### src/rtl/shift_pkg.sv
// Shared definitions for the multi-cycle right shifter: FSM state encodings,
// R-type funct codes for the right-shift operations, and default sizes.
package shift_pkg;

   localparam int DEF_WIDTH   = 32;
   localparam int DEF_SHAMT_W = 5;

   typedef enum logic [1:0] {
      IDLE  = 2'b00,
      SHIFT = 2'b01,
      DONE  = 2'b10
   } state_e;

   localparam logic [5:0] FUNCT_SRL  = 6'b000010;
   localparam logic [5:0] FUNCT_SRA  = 6'b000011;
   localparam logic [5:0] FUNCT_SRLV = 6'b000110;
   localparam logic [5:0] FUNCT_SRAV = 6'b000111;

endpackage

### src/rtl/mux2to1.sv
// Single-bit 2:1 multiplexer cell; y = s ? b : a.
module mux2to1 (
   input  logic a,
   input  logic b,
   input  logic s,
   output logic y
);

   assign y = s ? b : a;

endmodule

### src/rtl/right_mux_level.sv
// One log-shifter level with a selectable level index: M = s ? (A >> 2**lvl, fill) : A.
// The per-bit pass/shift decision is made by mux2to1 cells.
module right_mux_level #(
   parameter int WIDTH   = 32,
   parameter int SHAMT_W = 5,
   parameter int LVL_W   = 3
) (
   output logic [WIDTH-1:0] M,
   input  logic [WIDTH-1:0] A,
   input  logic             fill,
   input  logic [LVL_W-1:0] lvl,
   input  logic             s
);

   logic [WIDTH-1:0] shifted [SHAMT_W];
   logic [WIDTH-1:0] sel;

   for (genvar k = 0; k < SHAMT_W; k++) begin : g_lvl
      assign shifted[k] = {{(2**k){fill}}, A[WIDTH-1:2**k]};
   end

   always_comb begin
      sel = A;
      for (int k = 0; k < SHAMT_W; k++) begin
         if (lvl == LVL_W'(k)) sel = shifted[k];
      end
   end

   for (genvar i = 0; i < WIDTH; i++) begin : g_bit
      mux2to1 u_mux (
         .a(A[i]),
         .b(sel[i]),
         .s(s),
         .y(M[i])
      );
   end

endmodule

### src/rtl/seq_right_shifter.sv
// Multi-cycle SRL/SRA unit: one log-shifter level per clock (1,2,4,8,16),
// valid/ready handshake on operand and result sides.
module seq_right_shifter
   import shift_pkg::*;
#(
   parameter int WIDTH   = DEF_WIDTH,
   parameter int SHAMT_W = DEF_SHAMT_W
) (
   input  logic               clk,
   input  logic               rst_n,
   input  logic               in_valid,
   output logic               in_ready,
   input  logic [WIDTH-1:0]   in_data,
   input  logic [SHAMT_W-1:0] in_shamt,
   input  logic               in_arith,
   output logic               out_valid,
   input  logic               out_ready,
   output logic [WIDTH-1:0]   out_data,
   output logic               busy
);

   localparam int LVL_W = $clog2(SHAMT_W);

   state_e             state_q, state_d;
   logic [LVL_W-1:0]   lvl_q, lvl_d;
   logic [SHAMT_W-1:0] shamt_q, shamt_d;
   logic               fill_q, fill_d;
   logic [WIDTH-1:0]   data_q, data_d;
   logic [WIDTH-1:0]   out_q, out_d;
   logic [WIDTH-1:0]   level_out;

   right_mux_level #(
      .WIDTH(WIDTH),
      .SHAMT_W(SHAMT_W),
      .LVL_W(LVL_W)
   ) u_level (
      .M(level_out),
      .A(data_q),
      .fill(fill_q),
      .lvl(lvl_q),
      .s(shamt_q[lvl_q])
   );

   always_ff @(posedge clk) begin
      if (!rst_n) begin
         state_q <= IDLE;
         lvl_q   <= '0;
         shamt_q <= '0;
         fill_q  <= 1'b0;
         data_q  <= '0;
         out_q   <= '0;
      end else begin
         state_q <= state_d;
         lvl_q   <= lvl_d;
         shamt_q <= shamt_d;
         fill_q  <= fill_d;
         data_q  <= data_d;
         out_q   <= out_d;
      end
   end

   always_comb begin
      state_d = state_q;
      lvl_d   = lvl_q;
      shamt_d = shamt_q;
      fill_d  = fill_q;
      data_d  = data_q;
      out_d   = out_q;
      case (state_q)
         IDLE: begin
            if (in_valid) begin
               data_d  = in_data;
               shamt_d = in_shamt;
               // fill is frozen at acceptance so every level sees the same sign
               fill_d  = in_arith & in_data[WIDTH-1];
               lvl_d   = '0;
               state_d = SHIFT;
            end
         end
         SHIFT: begin
            data_d = level_out;
            lvl_d  = lvl_q + LVL_W'(1);
            if (lvl_q == LVL_W'(SHAMT_W - 1)) begin
               out_d   = level_out;
               state_d = DONE;
            end
         end
         DONE: begin
            if (out_ready) state_d = IDLE;
         end
         default: state_d = IDLE;
      endcase
   end

   assign in_ready  = (state_q == IDLE);
   assign out_valid = (state_q == DONE);
   assign busy      = (state_q != IDLE);
   assign out_data  = out_q;

endmodule

### config.mk
export PLATFORM = sky130hd
export DESIGN_NAME = seq_right_shifter
export DESIGN_NICKNAME = d
export VERILOG_FILES = /design/src/rtl/shift_pkg.sv /design/src/rtl/mux2to1.sv /design/src/rtl/right_mux_level.sv /design/src/rtl/seq_right_shifter.sv
export SDC_FILE = /design/constraint.sdc
export NUM_CORES = 1
export LEC_CHECK = 0
export CORE_UTILIZATION = 40
export DETAILED_ROUTE_END_ITERATION = 8
export PLACE_DENSITY_LB_ADDON = 0.15
export SETUP_SLACK_MARGIN = 0.3
export SKIP_CTS_REPAIR_TIMING = 1
export SLEW_MARGIN = 5
export SYNTH_ARGS = -nofsm -noshare
export SYNTH_HDL_FRONTEND = slang
export SYNTH_SLANG_ARGS = --single-unit
### constraint.sdc
create_clock -name clk -period 4.95 [get_ports clk]
set_input_delay 0.99 -clock clk [delete_from_list [all_inputs] [get_ports clk]]
set_output_delay 0.99 -clock clk [all_outputs]
set_load 0.05 [all_outputs]
* Word-level counts from Yosys, hierarchy flattened
Index checks and enable logic that the tools add are counted.
** Storage, ports and cells
- Register bits :: 75
- Input bits :: 42
- Output and inout port bits :: 35
- Word-level logic and storage cells :: 73
** Operators by class
- Add/sub/neg operators :: 1
- $lt $le $gt $ge :: 1
- Equality and inequality tests :: 9
- Multiplexer cells :: 47
- Bitwise logic cells :: 1
- Reductions and logical operators :: 8
** Operator list (number)
- $mux 32 :: 6
- $pmux 32 s2 :: 1
- $mux 1 :: 33
- $eq 3x2->1 const B :: 2
- $mux 2 :: 3
- $pmux 2 s3 :: 1
- $pmux 3 s2 :: 1
- $reduce_and 2->1 :: 3
- $lt 3x4->1 const B :: 1
- $ne 2x2->1 const B :: 2
- $reduce_bool 2->1 :: 2
- $add 3x1->3 const B :: 1
- $bmux 1 s3 :: 1
- $eq 3x1->1 const B :: 1
- $eq 3x3->1 const B :: 1
- $logic_not 3->1 :: 1
- $mux 3 :: 1
- $reduce_and 3->1 :: 1
- $eq 2x1->1 const B :: 1
- $eq 2x2->1 const B :: 1
- $logic_not 2->1 :: 1
- $ne 2x1->1 const B :: 1
- $and 1x1->1 :: 1

* Depth between registers and ports, before layout
- Depth after elaboration :: 8
- Gate-level depth with buffers :: 12
- Mapped depth without buffers :: 7

* By module
Synthesis repeated with hierarchy kept, for this count alone.
** Second synthesis, totals
- Cell total of the unflattened synthesis :: 615
- Area, all modules :: 5217.5 um^2
** Modules (own cells, without submodules)
- seq_right_shifter :: times used 1, cells an instance 340, area an instance 3176.8 um^2, sequential area each 1501.4 um^2
- right_mux_level :: times used 1, cells an instance 243, area an instance 1560.2 um^2, sequential area each 0.0 um^2
- mux2to1 :: times used 32, cells an instance 1, area an instance 15.0 um^2, sequential area each 0.0 um^2

* Worst setup path before layout
No wires, ideal clock.
- Path kind :: reg2out
- From :: register state_q[1]
- To :: output busy
- Data arrival time :: 1.522 ns
- Data required time :: 3.960 ns
- Path slack :: 2.438 ns
- Cell stages (with the launch flop) :: 3
- Path buffers :: 0
- Path through :: dfxtp_1 nor2_1 inv_1
** On the way
- Longest elaborated chain between the ends :: 1
** Ends and longest elaborated chain
- start, declared :: line seq_right_shifter.sv:24 : state_e state_q, state_d;
- start signal, assigned :: line seq_right_shifter.sv:53 : state_q <= state_d;
- $reduce_bool 2->1 :: line seq_right_shifter.sv:97 : assign busy = (state_q != IDLE);
- end, declared :: line seq_right_shifter.sv:19 : output logic busy
No other way between the ends.

* Final worst setup path
- From :: register lvl_q[1]
- To :: register data_q[1]
** On the way
- Longest elaborated chain between the ends :: 8
- Elaborated cells between the ends (all ways) :: 14
- Classes of those cells :: eq/ne: 4; mux: 9; reduce/logical: 1
** Ends and longest elaborated chain
- start, declared :: line seq_right_shifter.sv:25 : logic [LVL_W-1:0] lvl_q, lvl_d;
- start signal, assigned :: line seq_right_shifter.sv:54 : lvl_q <= lvl_d;
- $logic_not 3->1 :: line right_mux_level.sv:25 : if (lvl == LVL_W'(k)) sel = shifted[k];
- $mux 32 (5 in a row) :: line right_mux_level.sv:25
- $mux 1 (*) :: line mux2to1.sv:9 : assign y = s ? b : a;
- $pmux 32 s2 (*) :: line seq_right_shifter.sv:69 : case (state_q)
- end signal, assigned :: line seq_right_shifter.sv:57 : data_q <= data_d;
- end, declared :: line seq_right_shifter.sv:28 : logic [WIDTH-1:0] data_q, data_d;
Every way passes the cells marked *; elsewhere a longest branch is shown, timed or not. The select of a mux whose other input is x is not followed.
A chain may end at the register's enable or synchronous reset.

==> impl_metrics.prom <==
# TYPE chip_impl_metric gauge
chip_impl_metric{name="sw_frac_of_total",unit="%"} 29.7
chip_impl_metric{name="die_w",unit="µm"} 115
chip_impl_info{name="layout_common_cells",value="sky130_fd_sc_hd__nand2_1 (98), sky130_fd_sc_hd__dfxtp_1 (75), sky130_fd_sc_hd__clkdlybuf4s50_1 (75), sky130_fd_sc_hd__a21oi_1 (69), sky130_fd_sc_hd__o21ai_0 (59)"} 1
chip_impl_metric{name="fp.dieArea",unit="µm²"} 13300
chip_impl_metric{name="floorplan.die.height",unit="µm"} 115
chip_impl_metric{name="hold-worst-slack",unit="ns"} 0.457
chip_impl_metric{name="grt_pass1_wl",unit="mm"} 26.2
chip_impl_metric{name="timing_worst_slew_pin_value",unit="ns"} 1.21
chip_impl_metric{name="cts_buffers",unit=""} 9
chip_impl_metric{name="antenna_cells_inserted",unit=""} 0
chip_impl_metric{name="clockBufferDepth",unit=""} 2
chip_impl_metric{name="final-hold-violation-count",unit=""} 0
chip_impl_info{name="setup.worst_path.start",value="lvl_q[1]$_SDFFE_PN0P_"} 1
chip_impl_metric{name="layout-area-overhead-vs-synth",unit="%"} 19.0
chip_impl_metric{name="combPwrFrac",unit="%"} 19.0
chip_impl_metric{name="via_per_inst",unit=""} 6.07
chip_impl_metric{name="ys_async_sr_fraction",unit="%"} 0
chip_impl_metric{name="gp_routability_congestion",unit=""} 0.905
chip_impl_metric{name="max_capacitance_violation_count",unit=""} 0
chip_impl_metric{name="multi_input_area",unit="µm²"} 3210
chip_impl_metric{name="total_power",unit="mW"} 1.68
chip_impl_metric{name="drc_errors",unit=""} 0
chip_impl_metric{name="grt_pass1_vias",unit=""} 4806
chip_impl_metric{name="gr-total-overflow",unit=""} 0
chip_impl_metric{name="power_frac_clock",unit="%"} 39.6
chip_impl_metric{name="arrival",unit="ns"} 3.38
chip_impl_metric{name="cp.buffers_inverters",unit=""} 1
chip_impl_info{name="worstSetupEndpointType",value="register"} 1
chip_impl_metric{name="worst_slew_margin_rel",unit="%"} 19.5
chip_impl_metric{name="fillerInstances",unit=""} 1211
chip_impl_metric{name="gr-usage-all-layers",unit="%"} 25.6
chip_impl_metric{name="buffer_ports.inserted",unit=""} 76
chip_impl_info{name="top_cells_by_area_synth",value="sky130_fd_sc_hd__dfxtp_1 (29%), sky130_fd_sc_hd__nand2_1 (7.2%), sky130_fd_sc_hd__a21oi_1 (6.7%), sky130_fd_sc_hd__o21ai_0 (5.8%), sky130_fd_sc_hd__mux2i_1 (3.9%)"} 1
chip_impl_metric{name="ir_drop",unit="mV"} 0.243
chip_impl_metric{name="register_bit_total_from_synthesis",unit=""} 75
chip_impl_info{name="layout.cells.most_common",value="sky130_fd_sc_hd__nand2_1"} 1
chip_impl_metric{name="clkSinkCount",unit=""} 75
chip_impl_metric{name="seqPwrFrac",unit="%"} 41.4
chip_impl_metric{name="floorplan.io_pins",unit=""} 77
chip_impl_metric{name="routed_wirelength",unit="mm"} 16.4
chip_impl_metric{name="routed_wire_length_per_instance",unit="µm"} 18.9
chip_impl_metric{name="final-setup-viol-count",unit=""} 0
chip_impl_metric{name="timing.reg2reg.worst_path_depth",unit=""} 7
chip_impl_metric{name="synthesis.area_per_instance",unit="µm²"} 7.59
chip_impl_metric{name="synth.top_cell.area_share",unit="%"} 29.3
chip_impl_metric{name="powerDensity",unit="nW/µm²"} 276
chip_impl_info{name="rsz0062_at_grt",value="false"} 1
chip_impl_info{name="status",value="completed"} 1
chip_impl_metric{name="path_max_fanout",unit=""} 27
chip_impl_metric{name="fmax",unit="MHz"} 324
chip_impl_metric{name="syn-num-nets",unit=""} 721
chip_impl_info{name="crit_slowest_cell",value="sky130_fd_sc_hd__nor4b_4"} 1
chip_impl_metric{name="grt_max_degree",unit=""} 58
chip_impl_metric{name="timing.setup.tns",unit="ns"} 0
chip_impl_metric{name="post-route-min-period",unit="ns"} 3.09
chip_impl_info{name="cts.root.buffer_cell",value="sky130_fd_sc_hd__clkbuf_16"} 1
chip_impl_metric{name="worstSetupPathDepth",unit=""} 7
chip_impl_metric{name="synthCells",unit=""} 674
chip_impl_metric{name="antenna_found_initial",unit=""} 0
chip_impl_metric{name="final_min_period_over_clock_period",unit="%"} 62.4
chip_impl_metric{name="p_int",unit="mW"} 1.18
chip_impl_metric{name="cp.required",unit="ns"} 5.24
chip_impl_metric{name="core_area",unit="µm²"} 12300
chip_impl_metric{name="area.sequential",unit="µm²"} 1500
chip_impl_info{name="worstPathCellList",value="inv_1, ha_1, nor4b_4, a221oi_1, a311o_1, o21ai_1, a22o_1"} 1
chip_impl_info{name="synth_top_cell_by_area",value="sky130_fd_sc_hd__dfxtp_1"} 1
chip_impl_metric{name="fin_skew",unit="ns"} 0.00705
chip_impl_info{name="rr_endpoint",value="data_q[1]$_SDFFE_PN0P_"} 1
chip_impl_info{name="worst_hold_path_type",value="reg2reg"} 1
chip_impl_metric{name="synth-edff-count",unit=""} 0
chip_impl_info{name="critical_path_endpoint",value="data_q[1]$_SDFFE_PN0P_"} 1
chip_impl_metric{name="fp-row-count",unit=""} 40
chip_impl_metric{name="route.vias.total",unit=""} 5262
chip_impl_metric{name="synth.cell_area",unit="µm²"} 5120
chip_impl_metric{name="detailedRoute.firstPassIterationCount",unit=""} 5
chip_impl_metric{name="synth.yosys.seq_area_share",unit="%"} 29.3
chip_impl_metric{name="clkSlewWorstSetupHoldPaths",unit="ns"} 0.06
chip_impl_metric{name="ff2ff_setup_slack",unit="ns"} 1.86
chip_impl_info{name="setup.worst_path.start_class",value="register"} 1
chip_impl_info{name="postSynth.topFlopCell",value="sky130_fd_sc_hd__dfxtp_1"} 1
chip_impl_metric{name="timing.critical_path.slowest_cell_delay",unit="ns"} 1.01
chip_impl_info{name="clock_tree_from_tritoncts",value="built"} 1
chip_impl_metric{name="synth_cell_type_count",unit=""} 72
chip_impl_metric{name="h_tree_depth",unit=""} 3
chip_impl_metric{name="number_of_nets_still_failing_antenna_checks_after_routing",unit=""} 0
chip_impl_info{name="critical_path_start_end_classification",value="reg2reg"} 1
chip_impl_metric{name="insertion_delay",unit="ns"} 0.34
chip_impl_metric{name="power.switching",unit="µW"} 500
chip_impl_metric{name="initial_core_util",unit="%"} 41.7
chip_impl_info{name="regToRegStartpoint",value="lvl_q[1]$_SDFFE_PN0P_"} 1
chip_impl_metric{name="nets",unit=""} 742
chip_impl_metric{name="place_hpwl",unit="mm"} 11.0
chip_impl_metric{name="drive_above_1_share",unit="%"} 7.73
chip_impl_metric{name="holdPathStages",unit=""} 2
chip_impl_metric{name="p_leak",unit="nW"} 2.11
chip_impl_metric{name="synth_warnings",unit=""} 0
chip_impl_info{name="crit_family",value="simple AND/OR/NAND/NOR gates"} 1
chip_impl_metric{name="drv_slew",unit=""} 0
chip_impl_metric{name="drt_iter0_drc",unit=""} 543
[routing by layer]
layer / vias to the layer above / track usage, % / share of wire [%]
li1: 2524 / - / -
met4: 0 / 6.58 / 1.4
met5: - / 0 / 0
met3: 17 / 5.85 / 7.7
met1: 2507 / 34.6 / 45
met2: 214 / 40.8 / 46
[kinds of logic after synthesis]
group / synth area share, %
AO/OA/AOI/OAI: 35.1
adder cells (fa/ha/maj): 1.22
buffers and inverters: 8.21
flip-flops: 29.3
multiplexers: 4.35
AND/OR/NAND/NOR: 21.8
[registers in the layout, indices dropped and copies added, names as in the netlist]
register / count
out_data: 32
data_q: 32
lvl_q: 3
state_q: 2
fill_q: 1
shamt_q: 5
[worst register-to-register path, stage by stage (launching register included)]
cell and delay, ns:
sky130_fd_sc_hd__dfxtp_1 0.49, sky130_fd_sc_hd__inv_1 0.11, sky130_fd_sc_hd__ha_1 0.51, sky130_fd_sc_hd__nor4b_4 1.01
sky130_fd_sc_hd__a221oi_1 0.23, sky130_fd_sc_hd__a311o_1 0.41, sky130_fd_sc_hd__o21ai_1 0.15, sky130_fd_sc_hd__a22o_1 0.13
[metrics by stage]
stage	cell area (µm²)	instances	utilization (%)	worst slack, ns
finish	6090	867	49.7	1.86
global route	6090	867	49.7	1.63
CTS	6090	867	49.7	1.90
detailed placement	5800	852	47.3	1.91
global placement	5800	852	47.3	1.97
floorplan	5120	674	-	2.44
[cell usage after synthesis, types with 4 or more instances]
library cell               count
sky130_fd_sc_hd__nand2_1      98
sky130_fd_sc_hd__dfxtp_1      75
sky130_fd_sc_hd__a21oi_1      69
sky130_fd_sc_hd__o21ai_0      59
sky130_fd_sc_hd__clkbuf_1     38
sky130_fd_sc_hd__nor2_1       33
sky130_fd_sc_hd__mux2i_1      20
sky130_fd_sc_hd__nand3_1      18
sky130_fd_sc_hd__a21o_1       15
sky130_fd_sc_hd__nand2b_1     13
sky130_fd_sc_hd__a31oi_1      12
sky130_fd_sc_hd__buf_2        12
sky130_fd_sc_hd__o211ai_1     11
sky130_fd_sc_hd__buf_4        10
sky130_fd_sc_hd__o31ai_1      10
sky130_fd_sc_hd__a221oi_1      9
sky130_fd_sc_hd__buf_1         9
sky130_fd_sc_hd__nand3b_1      9
sky130_fd_sc_hd__a221o_1       8
sky130_fd_sc_hd__nor3_1        8
sky130_fd_sc_hd__o221ai_1      8
sky130_fd_sc_hd__a21boi_0      7
sky130_fd_sc_hd__a22oi_1       7
sky130_fd_sc_hd__a22o_1        6
sky130_fd_sc_hd__a31o_2        6
sky130_fd_sc_hd__buf_6         6
sky130_fd_sc_hd__inv_1         6
sky130_fd_sc_hd__a211oi_1      5
sky130_fd_sc_hd__ha_1          5
sky130_fd_sc_hd__nor4_1        5
sky130_fd_sc_hd__and3b_1       4
sky130_fd_sc_hd__nor2b_1       4
sky130_fd_sc_hd__o22ai_1       4
[power by group through the flow]
| stage | logic (mW) | clock network, mW | registers (mW) |
|---|---|---|---|
| 6_report | 0.320 | 0.666 | 0.696 |
| 4_1_cts | 0.317 | 0.674 | 0.693 |
| 3_3_place_gp | 0.312 | 0 | 0.707 |
| 3_5_place_dp | 0.316 | 0 | 0.706 |
| 2_1_floorplan | 0.256 | 0 | 0.663 |
| 5_1_grt | 0.349 | 0.702 | 0.700 |
[worst min-delay path by stage]
stage | from | to | slack [ns]
2_1_floorplan | shamt_q[0]$_SDFFE_PN0P_ | shamt_q[0]$_SDFFE_PN0P_ | 0.44
3_3_place_gp | shamt_q[1]$_SDFFE_PN0P_ | shamt_q[1]$_SDFFE_PN0P_ | 0.45
3_5_place_dp | shamt_q[1]$_SDFFE_PN0P_ | shamt_q[1]$_SDFFE_PN0P_ | 0.45
4_1_cts | shamt_q[1]$_SDFFE_PN0P_ | shamt_q[1]$_SDFFE_PN0P_ | 0.46
5_1_grt | out_data[21]$_SDFFE_PN0P_ | out_data[21]$_SDFFE_PN0P_ | 0.48
6_report | shamt_q[1]$_SDFFE_PN0P_ | shamt_q[1]$_SDFFE_PN0P_ | 0.46
[cell type report]
class	instances	share of cell area, %
clock inverter	2	0.575
inverter	7	0.431
clock buffer	13	4.27
tap	168	3.45
sequential	75	24.6
timing repair buffer	88	13.9
multi-input combinational	514	52.7
Power figures use the tool's default switching activity.
